## config.mk

```make
export PLATFORM = sky130hd
export DESIGN_NAME = mmio_timer_responder
export DESIGN_NICKNAME = d
export VERILOG_FILES = /design/src/rtl/control_types_pkg.sv /design/src/rtl/mmio_timer_pkg.sv /design/src/rtl/mtime_counter.sv /design/src/rtl/mmio_timer_responder.sv
export SDC_FILE = /design/constraint.sdc
export NUM_CORES = 1
export LEC_CHECK = 0
export CORE_MARGIN = 5
export CORE_UTILIZATION = 45
export CTS_CLUSTER_DIAMETER = 200
export CTS_CLUSTER_SIZE = 40
export DETAILED_ROUTE_END_ITERATION = 7
export GPL_TIMING_DRIVEN = 0
export SYNTH_ARGS = -nofsm -noshare
export SYNTH_HDL_FRONTEND = slang
export SYNTH_HIERARCHICAL = 1
export SYNTH_SLANG_ARGS = --single-unit
```

## constraint.sdc

```tcl
create_clock -name clk -period 3.93 [get_ports clk]
set_input_delay 0.786 -clock clk [delete_from_list [all_inputs] [get_ports clk]]
set_output_delay 0.786 -clock clk [all_outputs]
set_load 0.005 [all_outputs]
```

## src/rtl/control_types_pkg.sv

```systemverilog
// Shared CPU control types; mem_op_t encodes data-memory access size and sign.
package control_types_pkg;

    typedef enum logic [3:0] {
        MEM_LB  = 4'd0,
        MEM_LH  = 4'd1,
        MEM_LW  = 4'd2,
        MEM_LBU = 4'd3,
        MEM_LHU = 4'd4,
        MEM_SB  = 4'd5,
        MEM_SH  = 4'd6,
        MEM_SW  = 4'd7
    } mem_op_t;

endpackage

```

## src/rtl/mmio_timer_pkg.sv

```systemverilog
// Register map, field positions and byte-lane helpers for mmio_timer_responder.
package mmio_timer_pkg;
    import control_types_pkg::*;

    localparam logic [7:0] OFF_MTIME_LO = 8'h00;
    localparam logic [7:0] OFF_MTIME_HI = 8'h04;
    localparam logic [7:0] OFF_CMP_LO   = 8'h08;
    localparam logic [7:0] OFF_CMP_HI   = 8'h0C;
    localparam logic [7:0] OFF_CTRL     = 8'h10;
    localparam logic [7:0] OFF_STATUS   = 8'h14;
    localparam logic [7:0] OFF_TOHOST   = 8'h18;

    localparam int CTRL_EN_BIT       = 0;
    localparam int CTRL_IRQ_EN_BIT   = 1;
    localparam int PRESCALE_LSB      = 8;
    localparam int PRESCALE_W        = 8;
    localparam int STATUS_PEND_BIT   = 0;
    localparam int STATUS_ALIGN_BIT  = 1;

    // Only EN, IRQ_EN and PRESCALE are storage; other CTRL bits read 0.
    localparam logic [31:0] CTRL_MASK = 32'h0000_FF03;

    function automatic logic is_load(input mem_op_t op);
        logic r;
        case (op)
            MEM_LB, MEM_LH, MEM_LW, MEM_LBU, MEM_LHU: r = 1'b1;
            default:                                  r = 1'b0;
        endcase
        return r;
    endfunction

    function automatic logic is_misaligned(input mem_op_t op, input logic [1:0] boff);
        logic r;
        case (op)
            MEM_LW, MEM_SW:          r = (boff != 2'b00);
            MEM_LH, MEM_LHU, MEM_SH: r = boff[0];
            default:                 r = 1'b0;
        endcase
        return r;
    endfunction

    function automatic logic [31:0] lane_extract(input logic [31:0] word, input mem_op_t op,
                                                 input logic [1:0] boff);
        logic [7:0]  b;
        logic [15:0] h;
        logic [31:0] r;
        case (boff)
            2'd0:    b = word[7:0];
            2'd1:    b = word[15:8];
            2'd2:    b = word[23:16];
            2'd3:    b = word[31:24];
            default: b = 8'h00;
        endcase
        h = boff[1] ? word[31:16] : word[15:0];
        case (op)
            MEM_LB:  r = {{24{b[7]}}, b};
            MEM_LBU: r = {24'h00_0000, b};
            MEM_LH:  r = {{16{h[15]}}, h};
            MEM_LHU: r = {16'h0000, h};
            MEM_LW:  r = word;
            default: r = 32'h0000_0000;
        endcase
        return r;
    endfunction

    function automatic logic [31:0] lane_merge(input logic [31:0] old, input logic [31:0] wdata,
                                               input mem_op_t op, input logic [1:0] boff);
        logic [31:0] r;
        r = old;
        case (op)
            MEM_SB: begin
                case (boff)
                    2'd0:    r[7:0]   = wdata[7:0];
                    2'd1:    r[15:8]  = wdata[7:0];
                    2'd2:    r[23:16] = wdata[7:0];
                    2'd3:    r[31:24] = wdata[7:0];
                    default: r        = old;
                endcase
            end
            MEM_SH: begin
                if (boff[1]) r[31:16] = wdata[15:0];
                else         r[15:0]  = wdata[15:0];
            end
            MEM_SW:  r = wdata;
            default: r = old;
        endcase
        return r;
    endfunction

endpackage

```

## src/rtl/mtime_counter.sv

```systemverilog
// Prescaled 64-bit machine timer with independent lo/hi load ports.
module mtime_counter (
    input  logic        clk,
    input  logic        rst_n,
    input  logic        en_i,
    input  logic [7:0]  prescale_i,
    input  logic        ld_lo_i,
    input  logic        ld_hi_i,
    input  logic [31:0] ld_data_i,
    output logic [63:0] mtime_o,
    output logic        tick_o
);
    logic [7:0]  pcnt_q, pcnt_d;
    logic [63:0] mtime_q, mtime_d;
    logic        tick_s;

    // Prescaler and counter next state; a load freezes the half it does not write.
    always_comb begin
        tick_s = en_i && (pcnt_q == prescale_i);
        pcnt_d = pcnt_q;
        if (en_i) begin
            pcnt_d = tick_s ? 8'h00 : (pcnt_q + 8'h01);
        end else begin
            pcnt_d = pcnt_q;
        end
        mtime_d = mtime_q;
        if (ld_lo_i || ld_hi_i) begin
            mtime_d[31:0]  = ld_lo_i ? ld_data_i : mtime_q[31:0];
            mtime_d[63:32] = ld_hi_i ? ld_data_i : mtime_q[63:32];
        end else if (tick_s) begin
            mtime_d = mtime_q + 64'd1;
        end else begin
            mtime_d = mtime_q;
        end
    end

    // State registers.
    always_ff @(posedge clk or negedge rst_n) begin
        if (!rst_n) begin
            pcnt_q  <= 8'h00;
            mtime_q <= 64'd0;
        end else begin
            pcnt_q  <= pcnt_d;
            mtime_q <= mtime_d;
        end
    end

    assign mtime_o = mtime_q;
    assign tick_o  = tick_s;

endmodule

```

## src/rtl/mmio_timer_responder.sv

```systemverilog
// MMIO timer/compare/tohost responder on the data-memory bus.
// Define MMIO_TIMER_ALIGN_CHECK_EN to drop misaligned accesses and flag ALIGN_ERR.
module mmio_timer_responder
    import control_types_pkg::*;
    import mmio_timer_pkg::*;
#(
    parameter logic [31:0] BASE_ADDR    = 32'h1000_0000,
    parameter logic [63:0] MTIMECMP_RST = 64'hFFFF_FFFF_FFFF_FFFF
) (
    input  logic        clk,
    input  logic        resetn,
    input  logic        wr_en,
    input  mem_op_t     mem_ctrl,
    input  logic [31:0] addr,
    input  logic [31:0] data_in,
    output logic [31:0] data_out,
    output logic        mmio_hit,
    output logic        irq_timer
);
    logic [7:0]  word_off_s;
    logic [1:0]  boff_s;
    logic        misalign_s, align_set_s, wr_hit_s, ld_hit_s;
    logic        wr_mlo_s, wr_mhi_s, wr_clo_s, wr_chi_s, wr_ctrl_s, wr_stat_s, wr_host_s;
    logic [31:0] raw_word_s, rd_word_s, merged_s, clr_s;
    logic [63:0] mtime_s;
    logic        cnt_tick_unused_s;
    logic        en_s, irq_en_s, cmp_hit_s;

    logic [63:0] cmp_q;
    logic [31:0] ctrl_q, tohost_q, shadow_q;
    logic        pend_q, align_q, irq_q;

    assign mmio_hit   = (addr[31:8] == BASE_ADDR[31:8]);
    assign word_off_s = {addr[7:2], 2'b00};
    assign boff_s     = addr[1:0];

`ifdef MMIO_TIMER_ALIGN_CHECK_EN
    assign misalign_s  = is_misaligned(mem_ctrl, boff_s);
    assign align_set_s = wr_en && mmio_hit && misalign_s;
`else
    assign misalign_s  = 1'b0;
    assign align_set_s = 1'b0;
`endif

    assign wr_hit_s  = wr_en && mmio_hit && !misalign_s;
    assign ld_hit_s  = !wr_en && mmio_hit && is_load(mem_ctrl);
    assign wr_mlo_s  = wr_hit_s && (word_off_s == OFF_MTIME_LO);
    assign wr_mhi_s  = wr_hit_s && (word_off_s == OFF_MTIME_HI);
    assign wr_clo_s  = wr_hit_s && (word_off_s == OFF_CMP_LO);
    assign wr_chi_s  = wr_hit_s && (word_off_s == OFF_CMP_HI);
    assign wr_ctrl_s = wr_hit_s && (word_off_s == OFF_CTRL);
    assign wr_stat_s = wr_hit_s && (word_off_s == OFF_STATUS);
    assign wr_host_s = wr_hit_s && (word_off_s == OFF_TOHOST);

    assign en_s      = ctrl_q[CTRL_EN_BIT];
    assign irq_en_s  = ctrl_q[CTRL_IRQ_EN_BIT];
    assign cmp_hit_s = en_s && (mtime_s >= cmp_q);

    mtime_counter u_mtime (
        .clk        (clk),
        .rst_n      (resetn),
        .en_i       (en_s),
        .prescale_i (ctrl_q[PRESCALE_LSB +: PRESCALE_W]),
        .ld_lo_i    (wr_mlo_s),
        .ld_hi_i    (wr_mhi_s),
        .ld_data_i  (merged_s),
        .mtime_o    (mtime_s),
        .tick_o     (cnt_tick_unused_s)
    );

    // Register read mux; writes merge against live values, loads of MTIME_HI see the snapshot.
    always_comb begin
        case (word_off_s)
            OFF_MTIME_LO: raw_word_s = mtime_s[31:0];
            OFF_MTIME_HI: raw_word_s = mtime_s[63:32];
            OFF_CMP_LO:   raw_word_s = cmp_q[31:0];
            OFF_CMP_HI:   raw_word_s = cmp_q[63:32];
            OFF_CTRL:     raw_word_s = ctrl_q;
            OFF_STATUS:   raw_word_s = {30'h0, align_q, pend_q};
            OFF_TOHOST:   raw_word_s = tohost_q;
            default:      raw_word_s = 32'h0000_0000;
        endcase
        if (word_off_s == OFF_MTIME_HI) begin
            rd_word_s = shadow_q;
        end else begin
            rd_word_s = raw_word_s;
        end
        merged_s = lane_merge(raw_word_s, data_in, mem_ctrl, boff_s);
        clr_s    = lane_merge(32'h0000_0000, data_in, mem_ctrl, boff_s);
        if (ld_hit_s && !misalign_s) begin
            data_out = lane_extract(rd_word_s, mem_ctrl, boff_s);
        end else begin
            data_out = 32'h0000_0000;
        end
    end

    // Software-visible registers; a new compare/alignment event outranks a same-cycle W1C.
    always_ff @(posedge clk or negedge resetn) begin
        if (!resetn) begin
            cmp_q    <= MTIMECMP_RST;
            ctrl_q   <= 32'h0000_0000;
            tohost_q <= 32'h0000_0000;
            shadow_q <= 32'h0000_0000;
            pend_q   <= 1'b0;
            align_q  <= 1'b0;
            irq_q    <= 1'b0;
        end else begin
            if (wr_clo_s)  cmp_q[31:0]  <= merged_s;
            if (wr_chi_s)  cmp_q[63:32] <= merged_s;
            if (wr_ctrl_s) ctrl_q       <= merged_s & CTRL_MASK;
            if (wr_host_s) tohost_q     <= merged_s;
            if (ld_hit_s && (word_off_s == OFF_MTIME_LO)) shadow_q <= mtime_s[63:32];
            pend_q  <= cmp_hit_s   || (pend_q  && !(wr_stat_s && clr_s[STATUS_PEND_BIT]));
            align_q <= align_set_s || (align_q && !(wr_stat_s && clr_s[STATUS_ALIGN_BIT]));
            irq_q   <= pend_q && irq_en_s;
        end
    end

    assign irq_timer = irq_q;

endmodule

```

==> impl_metrics.json <==
{
  "synth.distinct_cells": 81,
  "reg2reg_slack_ns": 0.52,
  "nets": 2061,
  "area_delta_synth_final_pct": 22.1,
  "setup_ws_ns": -0.121,
  "overflow": 0,
  "critPathMaxStageDelay_ns": 0.57,
  "vdd_ir_drop_max_mv": 0.263,
  "maxCapViolCount": 0,
  "clock_latency_ns": 0.51,
  "async_flop_share_pct": 100,
  "pre_cts_ws_ns": -1.79,
  "hold_class": "in -> async",
  "post_drt_wl_per_cell_um": 30.0,
  "cpMaxStageDelayCell": "or4_4",
  "hpwl_um": 55300,
  "use_met3_pct": 5.33,
  "period_share_pct": 103,
  "cp_max_fo": 5,
  "die_area_um2": 38200,
  "tritoncts": "done",
  "powerDensity_nw_per_um2": 203,
  "ys_warn_count": 6,
  "reg2reg_from": "u_mtime/mtime_o[49]$_DFFE_PN0P_",
  "tightest_slew_ns": 1.43,
  "synth_area_um2": 15500,
  "gp_congestion": 1.04,
  "firstDrtPassIters": 6,
  "fin_cells": 2382,
  "worstSetupPathType": "in -> out",
  "drive_gt1_share_pct": 25.4,
  "reg2reg_to": "pend_q$_DFF_PN0_",
  "final_hold_viol_count": 0,
  "grt_pass1_vias": 15700,
  "grt_antenna_before_repair": 1,
  "rows": 68,
  "grt_usage_pct": 35.7,
  "cp_top_family": "buffers and inverters",
  "synthTopCellsByArea": "dfrtp_1 (24%), dfstp_2 (11%), mux2_2 (11%), ha_1 (5.3%), nor2_1 (3.3%)",
  "yosysMostFrequentCell": "dfrtp_1",
  "synth-seq-area-share_pct": 35.0,
  "place.port_buffers": 103,
  "path_buf_inv": 6,
  "synth_edf_count": 0,
  "slew_violations": 0,
  "synth_top_area_cell": "dfrtp_1",
  "initial_core_util_pct": 45.2,
  "gr-usage-met1_pct": 48.4,
  "holdWs_ns": 0.177,
  "setup-violations-final": 16,
  "fp.dieW_um": 195,
  "fmax_mhz": 247,
  "vias": 16500,
  "drc": 0,
  "fin_crit_ns": 4.05,
  "status": "finished with violations",
  "drtAntennaViolNets": 0,
  "wl_um": 71400,
  "synth_seq_cells": 213,
  "syn_area_per_cell_um2": 8.92,
  "start_kind": "input pin",
  "grt_util_met2_pct": 56.9,
  "nFillCells": 3178,
  "num_io_pins": 105,
  "worstPathArrival_ns": 3.26,
  "fin_worst_skew_ns": 0.0507,
  "ys.flop_type": "dfrtp_1",
  "busiest_layer": "met2",
  "rsz0062_at_grt": "yes",
  "crit_path_end_kind": "output pin",
  "dp.cells": 2296,
  "violations": "setup timing",
  "cts-root-buf": "clkbuf_16",
  "max-slew-margin-rel_pct": 3.62,
  "yosysTopAreaCellShare_pct": 24.1,
  "holdBufCountCts": 0,
  "drtIter0Drc": 2247,
  "reg2regPathDepth": 7,
  "cts_sinks": 213,
  "clk_pin_slew_ns": 0.15,
  "synth_cells": 1734,
  "fp.dieH_um": 195,
  "crit_chain": "buf_8 > or4_4 > buf_6 > nor2_4 > buf_4 > a2111oi_1 > buf_2 > a21o_1 > mux4_2 > buf_8 > o32ai_4 > buf_2",
  "core_um2": 34200,
  "required_ns": 3.14,
  "clk_path_buf_depth": 3,
  "place_area_um2": 17200,
  "grt_pass1_wl_um": 104000,
  "via_per_inst": 6.91,
  "htreeDepth": 1,
  "cts_made_buffers": 9,
  "synth_nets": 1871,
  "fin_area_um2": 18900,
  "leakage_nw": 7.61,
  "total_power_mw": 3.84,
  "crit_start": "addr[5]",
  "synth_common_cells": "dfrtp_1 (149), mux2_2 (146), nor2_1 (138)",
  "grt_max_degree": 88,
  "setup_tns_ns": -1.46,
  "post-route-util_pct": 55.3
}
## registers in the layout (all words and copies together), names as in the netlist
name / cells
cmp_q: 64
ctrl_q: 10
align_q: 1
tohost_q: 32
u_mtime/mtime_o: 64
u_mtime/pcnt_q: 8
irq_timer: 1
shadow_q: 32
pend_q: 1
## cells by family (layout without fill, tap and decap cells)
kind of cell	after synthesis	after routing	synth area share, %
flops	213	213	35.0
simple gates	652	652	22.1
mux	152	152	11.1
fa+ha+maj	66	66	5.34
buf+inv	184	376	4.76
xor+xnor	18	18	1.07
compound gates	449	449	20.7
other cells	0	1	0
## metal layers
metal | wire length (um) | vias to the layer above
met1 | 28600 | 8104
li1 | - | 7042
met5 | 29 | -
met4 | 4310 | 4
met2 | 31400 | 1064
met3 | 7010 | 252
## power by group
group | internal, mW | switching, mW | leakage [nW]
Clock | 0.445 | 0.760 | 0.126
Sequential | 2.20 | 0.0000114 | 2.63
Combinational | 0.160 | 0.282 | 4.86
## layout by cell type, fill, tap and decap left out, types with 42 or more instances in the layout
| cell type | count |
|---|---|
| dfrtp_1 | 149 |
| clkdlybuf4s50_1 | 58 |
| nor2_1 | 133 |
| nand2_1 | 114 |
| o21ai_0 | 67 |
| clkbuf_1 | 44 |
| a21oi_1 | 47 |
| dfstp_2 | 64 |
| nand3_1 | 92 |
| inv_1 | 82 |
| buf_4 | 71 |
| mux2_2 | 145 |
| nor3_1 | 44 |
| a31oi_1 | 43 |
| ha_1 | 66 |
| and3_1 | 42 |
| nand4_1 | 67 |
## layout make-up
type | count | area [um^2] | area share, %
inverter | 82 | 308 | 1.63
buffer | 101 | 694 | 3.67
antenna | 1 | 2.50 | 0.0132
tap | 455 | 569 | 3.01
multi-input combinational | 1337 | 10100 | 53.3
clock buffer | 12 | 236 | 1.25
sequential | 213 | 5410 | 28.6
timing repair buffer | 180 | 1580 | 8.36
clock inverter | 1 | 30.0 | 0.159
## worst register-to-register path: cells and delay by family (launching register included)
family / cells / cell delay [ns]
AOI/OAI and AO/OA: 1 / 0.54
adders and majority gates: 1 / 0.41
DFF: 1 / 0.60
and+or+nand+nor: 5 / 1.79
## worst max-delay path by stage
stage | to | slack [ns] | cells past startpoint
floorplan | data_out[19] | 0.26 | 8
global placement | u_mtime/mtime_o[28]$_DFFE_PN0P_ | -7.32 | 1
detailed placement | data_out[0] | -1.79 | 9
CTS | data_out[30] | -0.18 | 10
global route | data_out[23] | -0.19 | 10
finish | data_out[21] | -0.12 | 12
## what timing repair did
| item | in CTS | in global routing |
|---|---|---|
| cloned | 3 | 0 |
| setup endpoints to repair | 184 | 52 |
| setup buffers | 49 | 22 |
| pin swaps | 42 | 22 |
| gates resized for setup | 330 | 44 |
Power figures use the tool's default switching activity.
